**config.mk**
```make
export PLATFORM = sky130hd
export DESIGN_NAME = fir_stereo_flat
export DESIGN_NICKNAME = d
export VERILOG_FILES = /design/src/rtl/fir_pkg.sv /design/src/rtl/fir_stereo_if.sv /design/src/rtl/fir_mac.sv /design/src/rtl/fir_stereo.sv /design/src/flat_wrapper.sv
export SDC_FILE = /design/constraint.sdc
export NUM_CORES = 2
export LEC_CHECK = 0
export CELL_PAD_IN_SITES_DETAIL_PLACEMENT = 0
export CELL_PAD_IN_SITES_GLOBAL_PLACEMENT = 1
export CORE_AREA = 2 2 454 456
export DETAILED_ROUTE_END_ITERATION = 10
export DIE_AREA = 0 0 456 458
export GPL_TIMING_DRIVEN = 0
export PLACE_DENSITY_LB_ADDON = 0.1
export SYNTH_ARGS = -nofsm -noshare
export SYNTH_HDL_FRONTEND = slang
export SYNTH_SLANG_ARGS = --single-unit
export TNS_END_PERCENT = 5
```
**constraint.sdc**
```tcl
create_clock -name mclk -period 29.8 [get_ports mclk]
set_input_delay 8.94 -clock mclk [delete_from_list [all_inputs] [get_ports mclk]]
set_output_delay 8.94 -clock mclk [all_outputs]
set_load 0.02 [all_outputs]
```
**src/rtl/fir_pkg.sv**
```systemverilog
// rtl/fir_pkg.sv - shared types, default sizes and arithmetic helpers for the stereo FIR
package fir_pkg;

   typedef enum logic [1:0] {IDLE, MAC_L, MAC_R, DONE} state_t;

   localparam int DATA_LEN = 24;
   localparam int COEF_LEN = 18;
   localparam int TAPS     = 16;

   function automatic int acc_width(input int data_len, input int coef_len, input int taps);
      return data_len + coef_len + $clog2(taps);
   endfunction

   // Round half-up from Q2.(coef_len-2) scaling, then clamp to the sample range.
   // Works on a 64-bit sign-extended accumulator so any legal size fits.
   function automatic logic signed [63:0] round_sat(input logic signed [63:0] acc,
                                                    input int data_len, input int coef_len);
      logic signed [63:0] r;
      logic signed [63:0] hi;
      logic signed [63:0] lo;
      r  = (acc + (64'sd1 <<< (coef_len - 3))) >>> (coef_len - 2);
      hi = (64'sd1 <<< (data_len - 1)) - 64'sd1;
      lo = -(64'sd1 <<< (data_len - 1));
      if (r > hi)
         r = hi;
      else if (r < lo)
         r = lo;
      return r;
   endfunction

endpackage

```
**src/rtl/fir_stereo_if.sv**
```systemverilog
// rtl/fir_stereo_if.sv - record/playback sample and coefficient-load signals of the stereo FIR
interface fir_stereo_if #(
   parameter int data_len = fir_pkg::DATA_LEN,
   parameter int coef_len = fir_pkg::COEF_LEN,
   parameter int taps     = fir_pkg::TAPS
);
   logic                        in_valid;
   logic [data_len-1:0]         recword_left;
   logic [data_len-1:0]         recword_right;
   logic                        coef_we;
   logic [$clog2(taps)-1:0]     coef_addr;
   logic [coef_len-1:0]         coef_data;
   logic [data_len-1:0]         pbword_left;
   logic [data_len-1:0]         pbword_right;
   logic                        out_valid;
   logic                        busy;
   logic                        overrun;

   modport master (
      output in_valid, recword_left, recword_right, coef_we, coef_addr, coef_data,
      input  pbword_left, pbword_right, out_valid, busy, overrun
   );

   modport slave (
      input  in_valid, recword_left, recword_right, coef_we, coef_addr, coef_data,
      output pbword_left, pbword_right, out_valid, busy, overrun
   );
endinterface

```
**src/rtl/fir_mac.sv**
```systemverilog
// rtl/fir_mac.sv - signed multiply-accumulate with clear/enable and a rounded, saturated view of the sum
module fir_mac
   import fir_pkg::*;
#(
   parameter int data_len = DATA_LEN,
   parameter int coef_len = COEF_LEN,
   parameter int taps     = TAPS
) (
   input  logic                       clk,
   input  logic                       rst_n,
   input  logic                       clr,
   input  logic                       en,
   input  logic signed [coef_len-1:0] coef,
   input  logic signed [data_len-1:0] sample,
   output logic signed [data_len-1:0] result
);
   localparam int PROD_W = data_len + coef_len;
   localparam int ACC_W  = acc_width(data_len, coef_len, taps);

   logic signed [PROD_W-1:0] sample_ext;
   logic signed [PROD_W-1:0] coef_ext;
   logic signed [PROD_W-1:0] prod;
   logic signed [ACC_W-1:0]  acc;
   logic signed [ACC_W-1:0]  base;
   logic signed [ACC_W-1:0]  addend;
   logic signed [63:0]       acc_wide;

   assign sample_ext = {{coef_len{sample[data_len-1]}}, sample};
   assign coef_ext   = {{data_len{coef[coef_len-1]}}, coef};
   assign prod       = sample_ext * coef_ext;

   // clr with en loads the product directly, so a new channel starts without a bubble cycle
   assign base   = clr ? '0 : acc;
   assign addend = en ? {{(ACC_W-PROD_W){prod[PROD_W-1]}}, prod} : '0;

   always_ff @(posedge clk or negedge rst_n) begin
      if (!rst_n)
         acc <= '0;
      else
         acc <= base + addend;
   end

   assign acc_wide = {{(64-ACC_W){acc[ACC_W-1]}}, acc};
   assign result   = data_len'(round_sat(acc_wide, data_len, coef_len));

endmodule

```
**src/rtl/fir_stereo.sv**
```systemverilog
// rtl/fir_stereo.sv - time-multiplexed stereo FIR: one MAC shared by both channels, runtime coefficients
module fir_stereo
   import fir_pkg::*;
#(
   parameter int data_len = DATA_LEN,
   parameter int coef_len = COEF_LEN,
   parameter int taps     = TAPS
) (
   input  logic        mclk,
   input  logic        reset,
   fir_stereo_if.slave bus
);
   localparam int PTR_W = $clog2(taps);
   localparam logic signed [coef_len-1:0] COEF_ONE = {2'b01, {(coef_len-2){1'b0}}};

   state_t                      state;
   logic [PTR_W-1:0]            wr_ptr;
   logic [PTR_W-1:0]            k;
   logic [PTR_W-1:0]            idx;
   logic signed [data_len-1:0]  dl_l [taps];
   logic signed [data_len-1:0]  dl_r [taps];
   logic signed [coef_len-1:0]  coef [taps];
   logic signed [data_len-1:0]  left_hold;
   logic signed [data_len-1:0]  sample;
   logic signed [data_len-1:0]  result;
   logic                        mac_clr;
   logic                        mac_en;
   logic                        last_tap;

   assign idx      = wr_ptr - k;
   assign last_tap = (k == PTR_W'(taps - 1));
   assign sample   = (state == MAC_R) ? dl_r[idx] : dl_l[idx];
   assign mac_en   = (state == MAC_L) || (state == MAC_R);
   assign mac_clr  = (state == IDLE) || ((state == MAC_R) && (k == '0));

   fir_mac #(
      .data_len (data_len),
      .coef_len (coef_len),
      .taps     (taps)
   ) u_mac (
      .clk    (mclk),
      .rst_n  (reset),
      .clr    (mac_clr),
      .en     (mac_en),
      .coef   (coef[k]),
      .sample (sample),
      .result (result)
   );

   always_ff @(posedge mclk or negedge reset) begin
      if (!reset) begin
         state            <= IDLE;
         wr_ptr           <= '0;
         k                <= '0;
         left_hold        <= '0;
         bus.pbword_left  <= '0;
         bus.pbword_right <= '0;
         bus.out_valid    <= 1'b0;
         bus.busy         <= 1'b0;
         bus.overrun      <= 1'b0;
         for (int i = 0; i < taps; i++) begin
            dl_l[i] <= '0;
            dl_r[i] <= '0;
            coef[i] <= (i == 0) ? COEF_ONE : '0;
         end
      end else begin
         bus.out_valid <= 1'b0;
         if (bus.in_valid && (state != IDLE))
            bus.overrun <= 1'b1;
         case (state)
            IDLE: begin
               // the address width spans exactly taps entries, so every address is in range
               if (bus.coef_we)
                  coef[bus.coef_addr] <= bus.coef_data;
               if (bus.in_valid) begin
                  dl_l[wr_ptr] <= bus.recword_left;
                  dl_r[wr_ptr] <= bus.recword_right;
                  k            <= '0;
                  bus.busy     <= 1'b1;
                  state        <= MAC_L;
               end
            end
            MAC_L: begin
               k <= k + PTR_W'(1);
               if (last_tap)
                  state <= MAC_R;
            end
            MAC_R: begin
               // first right tap: accumulator still holds the complete left sum
               if (k == '0)
                  left_hold <= result;
               k <= k + PTR_W'(1);
               if (last_tap)
                  state <= DONE;
            end
            DONE: begin
               bus.pbword_left  <= left_hold;
               bus.pbword_right <= result;
               bus.out_valid    <= 1'b1;
               bus.busy         <= 1'b0;
               wr_ptr           <= wr_ptr + PTR_W'(1);
               state            <= IDLE;
            end
            default: state <= IDLE;
         endcase
      end
   end

endmodule

```
**src/flat_wrapper.sv**
```systemverilog
// flat-port wrapper written by rule: the top's interface ports become plain ports
module fir_stereo_flat import fir_pkg::*;
#(
   parameter int data_len = DATA_LEN,
   parameter int coef_len = COEF_LEN,
   parameter int taps     = TAPS
)
  (mclk, reset, bus_in_valid, bus_recword_left, bus_recword_right, bus_coef_we, bus_coef_addr, bus_coef_data, bus_pbword_left, bus_pbword_right, bus_out_valid, bus_busy, bus_overrun);
  fir_stereo_if #(.data_len(data_len), .coef_len(coef_len), .taps(taps)) bus_i ();
  input  logic mclk;
  input  logic reset;
  input wire logic [$bits(bus_i.in_valid)-1:0] bus_in_valid;
  input wire logic [$bits(bus_i.recword_left)-1:0] bus_recword_left;
  input wire logic [$bits(bus_i.recword_right)-1:0] bus_recword_right;
  input wire logic [$bits(bus_i.coef_we)-1:0] bus_coef_we;
  input wire logic [$bits(bus_i.coef_addr)-1:0] bus_coef_addr;
  input wire logic [$bits(bus_i.coef_data)-1:0] bus_coef_data;
  output wire logic [$bits(bus_i.pbword_left)-1:0] bus_pbword_left;
  output wire logic [$bits(bus_i.pbword_right)-1:0] bus_pbword_right;
  output wire logic [$bits(bus_i.out_valid)-1:0] bus_out_valid;
  output wire logic [$bits(bus_i.busy)-1:0] bus_busy;
  output wire logic [$bits(bus_i.overrun)-1:0] bus_overrun;
  assign bus_i.in_valid = bus_in_valid;
  assign bus_i.recword_left = bus_recword_left;
  assign bus_i.recword_right = bus_recword_right;
  assign bus_i.coef_we = bus_coef_we;
  assign bus_i.coef_addr = bus_coef_addr;
  assign bus_i.coef_data = bus_coef_data;
  assign bus_pbword_left = bus_i.pbword_left;
  assign bus_pbword_right = bus_i.pbword_right;
  assign bus_out_valid = bus_i.out_valid;
  assign bus_busy = bus_i.busy;
  assign bus_overrun = bus_i.overrun;
  fir_stereo #(.data_len(data_len), .coef_len(coef_len), .taps(taps)) u_core (.mclk(mclk), .reset(reset), .bus(bus_i));
endmodule
```
Word-level counts from Yosys, hierarchy flattened

Cells that the tools add are included.

Input bits: 74
Register bits: 1187
Output and inout port bits: 51
Word-level logic and storage cells: 131

Equality and inequality tests: 7
Reductions and logical operators: 18
Muxes and demuxes: 30
Add/sub/neg operators: 5
Multipliers: 1
Order comparisons: 8
Bitwise operators: 4

Operator list:

| cell                     | count |
|---|---|
| $bwmux W384              | 2 |
| $bwmux W288              | 1 |
| $bmux W24 S4             | 2 |
| $mux W24                 | 8 |
| $demux W24 S4            | 1 |
| $mux W46                 | 2 |
| $bmux W18 S4             | 1 |
| $demux W18 S4            | 1 |
| $mux W18                 | 3 |
| $add A46 B17 Y47 const B | 1 |
| $add A46 B46 Y46         | 1 |
| $mul A24 B18 Y42         | 1 |
| $gt A31 B24 Y1 const B   | 1 |
| $lt A31 B24 Y1 const B   | 1 |
| $ge A5 B5 Y1 const B     | 4 |
| $not A4 Y5               | 4 |
| $lt A5 B1 Y1 const B     | 2 |
| $reduce_and A2 Y1        | 5 |
| $add A4 B1 Y4 const B    | 2 |
| $pmux W2 S4              | 1 |
| $pmux W4 S2              | 1 |
| $mux W2                  | 3 |
| $reduce_bool A2 Y1       | 3 |
| $eq A2 B2 Y1 const B     | 2 |
| 14 further kinds         | 20 |

Longest topological paths before layout

Depth after elaboration: 9
Mapped depth: 54
Gate-level depth less buffers: 46

By module

Synthesis repeated with hierarchy kept, for this count alone.

Cell total of the unflattened synthesis: 5888
Area, all modules: 71801.4 um2

By module, submodules not included:

| module     | sequential area each (um2) | area an instance (um2) | instances | cells an instance |
|---|---|---|---|---|
| fir_stereo | 28553.6                    | 51857.2                | 1         | 3574 |
| fir_mac    | 1151.1                     | 19944.1                | 1         | 2314 |

Least setup slack after synthesis

OpenSTA, ideal clock, no wires.

Path type: reg-to-reg
Start point: register u_core.k[1]
End point: register u_core.u_mac.acc[45]
Library setup time: 0.080 ns
Data arrival time: 11.386 ns
Stages on the path, launching flop included: 54
Setup slack: 18.334 ns
Data required time: 29.720 ns
Buffers on the path: 10
Clock period less this slack: 11.466 ns
Path through: dfrtp_1 > buf_2 > buf_2 > buf_1 > inv_1 > fa_1 > buf_4 > buf_4 > buf_4 > buf_2 > buf_1 > mux4_2 > nand2_1 > nand3_1 > nand3_1 > o21ai_2 > buf_2 > nand2_1 > [18 not listed] > a21o_1 > a21o_1 > a21oi_2 > xnor2_1 > nor2_1 > ha_1 > nand2_1 > nand2b_1 > a21oi_1 > and2_1 > a31oi_1 > o311a_1 > or3b_1 > buf_2 > nor4_1 > o21ai_0 > mux2i_1 > xnor2_1

Longest elaborated chain between the ends: 9
Elaborated cells between the ends (all ways): 20
Those cells by class: add/sub (2); mul (1); mux (12); bitwise (2); reduce/logical (3)

Ends and longest elaborated chain:

| what                                         | RTL line         | source |
|---|---|---|
| start, declared                              | fir_stereo.sv:18 | `logic [PTR_W-1:0] k;` |
| start signal, assigned                       | fir_stereo.sv:84 | `k <= k + PTR_W'(1);` |
| start signal, assigned                       | fir_stereo.sv:92 | `k <= k + PTR_W'(1);` |
| $sub A4 B4 Y4                                | fir_stereo.sv:30 | `assign idx = wr_ptr - k;` |
| $not A4 Y5 (implied by the code)             | fir_stereo.sv:32 | `assign sample = (state == MAC_R) ? dl_r[idx] : dl_l[idx];` |
| $bmux W24 S4                                 | fir_stereo.sv:32 |  |
| $mux W24 (implied by the code) (2 in series) | fir_stereo.sv:32 |  |
| $mux W24                                     | fir_stereo.sv:32 |  |
| $mul A24 B18 Y42                             | fir_mac.sv:30    | `assign prod = sample_ext * coef_ext;` |
| $mux W46                                     | fir_mac.sv:34    | `assign addend = en ? {{(ACC_W-PROD_W){prod[PROD_W-1]}}, prod} : '0;` |
| $add A46 B46 Y46 (*)                         | fir_mac.sv:40    | `acc <= base + addend;` |
| end signal, assigned                         | fir_mac.sv:40    |  |
| end, declared                                | fir_mac.sv:23    | `logic signed [ACC_W-1:0] acc;` |

Every way passes the cells marked *; elsewhere a longest branch is shown, timed or not. The select of a mux whose other input is x is not followed.
A chain may end at the register's enable or synchronous reset.

Final worst setup path

Ends and elaborated chain as after synthesis.

==> impl_metrics.py <==
metrics = {
    "worst_setup_path": {
        "crit_type": "register to register",
        "crit_required_ps": 30520,
        "path_common_cell": "fa_1",
        "crit_path_end_kind": "register",
        "rrSetupSlack_ps": 14130,
        "slowest_delay_ps": 910,
        "slowest_stage": "o41ai_1",
        "critPathLaunchType": "register",
        "reg2regPathDepth": 48,
        "r2r_end": "u_core.u_mac.acc[45]$_DFF_PN0_",
        "crit_fanout": 10,
        "crit_arrival_ps": 16400,
        "reg2reg_from": "u_core.k[1]$_DFFE_PN0P_",
    },
    "clocking": {
        "root_buffer": "clkbuf_16",
        "ctsResizeCount": 0,
        "postCtsHoldBufs": 0,
        "clk_pin_slew_ps": 50,
        "numCtsBuffers": 144,
        "post_cts_buffers": 0,
        "clock_sinks": 1187,
        "insertion_delay_ps": 800,
        "cts_max_path_buffers": 3,
        "htreeDepth": 4,
        "cts_tree": "done",
    },
    "synth": {
        "synth-seq-cells": 1187,
        "yosysSeqAreaShare_pct": 41.8,
        "synth_cells": 5664,
        "synth_area_per_cell_sq_um": 12.5,
        "yosysWarnings": 0,
        "syn-num-nets": 6327,
        "synth-edff-count": 0,
        "netlist-cell-type-count": 80,
        "synth-async-reset-ratio_pct": 100,
        "synth_area_sq_um": 71100,
        "ys.flop_type": "dfrtp_1",
    },
    "timing": {
        "tns_ps": 0,
        "worst_clock_skew_ps": 29.3,
        "period_minus_slack_ps": 15670,
        "hold_viol": 0,
        "report.final.slew_viol_count": 0,
        "timing.fmax_mhz": 63.8,
        "rsz0062_at_grt": "no",
        "worst_pin_slew_ps": 1360,
        "slew_headroom_pct": 9.58,
        "period_share_pct": 52.6,
        "setup_violations": 0,
    },
    "finish": {
        "final_layout_size_suffix_gt1_share_pct": 28.3,
        "layout_common_cells": "dfrtp_1, mux2_2, nand2_1, inv_1, fa_1",
        "multi_input_area_sq_um": 37900,
        "layout_commonest_cell": "dfrtp_1",
        "layout.nets": 6618,
        "area_growth_pct": 13.7,
        "seqCellArea_sq_um": 29700,
        "nFillCells": 19514,
    },
    "global_routing": {
        "grt_pass1_wl_mm": 339,
        "grt_pass1_vias": 49397,
        "antenna_found_initial": 23,
        "grt_overflow": 0,
        "grt_max_degree": 161,
        "grt_use_total_pct": 22.0,
    },
    "routing": {
        "vias_per_cell": 5.17,
        "drc_errors": 0,
        "wirelength_mm": 226,
        "vias": 45223,
        "wl_per_cell_um": 25.9,
        "drt_iter0_markers": 2683,
        "firstDrtPassIters": 5,
        "postRouteAntennaNets": 0,
    },
    "floorplanning": {
        "io_pins": 125,
        "core_sq_um": 204000,
        "fp.dieArea_sq_um": 209000,
        "start_util_pct": 34.9,
        "fp.dieH_um": 458,
        "rows": 166,
        "die_x_um": 456,
    },
    "min_path": {
        "worstHoldStart": "u_core.bus.overrun$_DFFE_PN0P_",
        "min_to": "u_core.bus.overrun$_DFFE_PN0P_",
        "hold_class": "register to register",
        "hold_depth": 1,
    },
    "place": {
        "portBuffers": 122,
        "hpwl_mm": 165,
        "gp_congestion": 0.832,
    },
    "run_status": {
        "outcome": "finished clean",
    },
    "flow_run": {
        "max_cap_viol_count": 0,
    },
}
==> logic make-up after synthesis <==
kind of cell / synth area share (%)
mux: 26.0
flops: 41.8
simple gates: 7.64
buf+inv: 4.93
fa+ha+maj: 14.9
compound gates: 3.31
xor+xnor: 1.38
==> cells in the mapped netlist, types with 5 or more instances <==
cell type | number | area [sq um]
a2111oi_0 | 5 | 43.8
a211oi_1 | 9 | 67.6
a21boi_0 | 8 | 60.1
a21boi_1 | 18 | 135
a21o_1 | 41 | 308
a21oi_1 | 117 | 586
a311oi_1 | 5 | 43.8
a31oi_1 | 14 | 87.6
and2_1 | 112 | 701
and3_1 | 17 | 106
and4_1 | 6 | 52.6
buf_1 | 39 | 146
buf_2 | 44 | 220
buf_4 | 26 | 195
buf_6 | 5 | 56.3
clkbuf_1 | 250 | 938
dfrtp_1 | 1186 | 29700
fa_1 | 428 | 8570
ha_1 | 161 | 2010
inv_1 | 517 | 1940
mux2_2 | 1080 | 12200
mux2i_1 | 6 | 60.1
mux4_2 | 279 | 6280
nand2_1 | 532 | 2000
nand2b_1 | 50 | 313
nand3_1 | 137 | 686
nand4_1 | 18 | 113
nor2_1 | 157 | 589
nor2b_1 | 86 | 538
nor3_1 | 19 | 95.1
nor4_1 | 5 | 31.3
o211ai_1 | 5 | 37.5
o21a_1 | 17 | 128
o21ai_0 | 45 | 225
o21ai_1 | 16 | 80.1
o21ai_2 | 10 | 87.6
o21bai_1 | 11 | 82.6
o31ai_1 | 7 | 52.6
or2_2 | 9 | 56.3
or3_1 | 5 | 31.3
xnor2_1 | 75 | 657
xor2_1 | 37 | 324
==> area by class of cell <==
type | instances | share of cell area [%]
Sequential cell | 1187 | 36.8
Buffer | 364 | 1.93
Timing Repair Buffer | 145 | 2.00
Clock inverter | 35 | 0.527
Clock buffer | 213 | 5.26
Antenna cell | 9 | 0.0279
Multi-Input combinational cell | 3594 | 46.9
Tap cell | 2688 | 4.16
Inverter | 519 | 2.41
==> sequential cells by signal, summed over array words and instances (netlist names) <==
| name | flops |
|---|---|
| u_core.dl_r | 384 |
| u_core.bus.overrun | 1 |
| u_core.k | 4 |
| u_core.wr_ptr | 4 |
| u_core.coef | 288 |
| u_core.u_mac.acc | 46 |
| u_core.bus.pbword_right | 24 |
| u_core.state | 2 |
| u_core.dl_l | 384 |
| u_core.bus.out_valid | 1 |
| u_core.left_hold | 24 |
| u_core.bus.busy | 1 |
| u_core.bus.pbword_left | 24 |
==> critical path, delay by kind of cell (launching register included) <==
| kind | cells | cell delay, ps |
|---|---|---|
| AOI/OAI and AO/OA | 7 | 2450 |
| DFF | 1 | 380 |
| buffers and inverters | 15 | 4870 |
| muxes | 1 | 260 |
| xor gates and xnor gates | 3 | 840 |
| and+or+nand+nor | 13 | 2320 |
| adders and majority gates | 9 | 4380 |
==> metal layers <==
layer / up-vias / wire length, um / track usage [%]
met5: - / 23 / 0
met4: 4 / 5880 / 6.22
met3: 268 / 6990 / 2.57
met2: 728 / 113000 / 38.1
met1: 24308 / 100000 / 29.1
li1: 19915 / - / -
==> how the worst max path moves through the flow <==
stage | to | depth (start not counted) | startpoint | slack, ps
after detailed placement | u_core.u_mac.acc[45]$_DFF_PN0_ | 48 | u_core.k[1]$_DFFE_PN0P_ | 13940
after global routing | u_core.u_mac.acc[45]$_DFF_PN0_ | 48 | u_core.k[1]$_DFFE_PN0P_ | 13350
final | u_core.u_mac.acc[45]$_DFF_PN0_ | 48 | u_core.k[1]$_DFFE_PN0P_ | 14130
after floorplan | u_core.u_mac.acc[45]$_DFF_PN0_ | 53 | u_core.k[1]$_DFFE_PN0P_ | 18330
after CTS | u_core.u_mac.acc[45]$_DFF_PN0_ | 48 | u_core.k[1]$_DFFE_PN0P_ | 13890
after global placement | u_core.bus.pbword_left[3]$_DFFE_PN0P_ | 1 | reset | -37120
==> stage by stage <==
step / setup slack (ps) / instance area, sq um / util [%] / hold WS [ps] / instances
floorplan: 18330 / 71100 / - / 474 / 5664
finish: 14130 / 80800 / 39.7 / 478 / 8754
detailed placement: 13940 / 76100 / 37.3 / 475 / 8496
CTS: 13890 / 80800 / 39.6 / 485 / 8744
global placement: -37120 / 75700 / 37.1 / 481 / 8474
global route: 13350 / 80800 / 39.6 / 506 / 8748
Power is not shown: default switching activity piles up to over one toggle a cycle in this logic, so the estimate is an artifact.
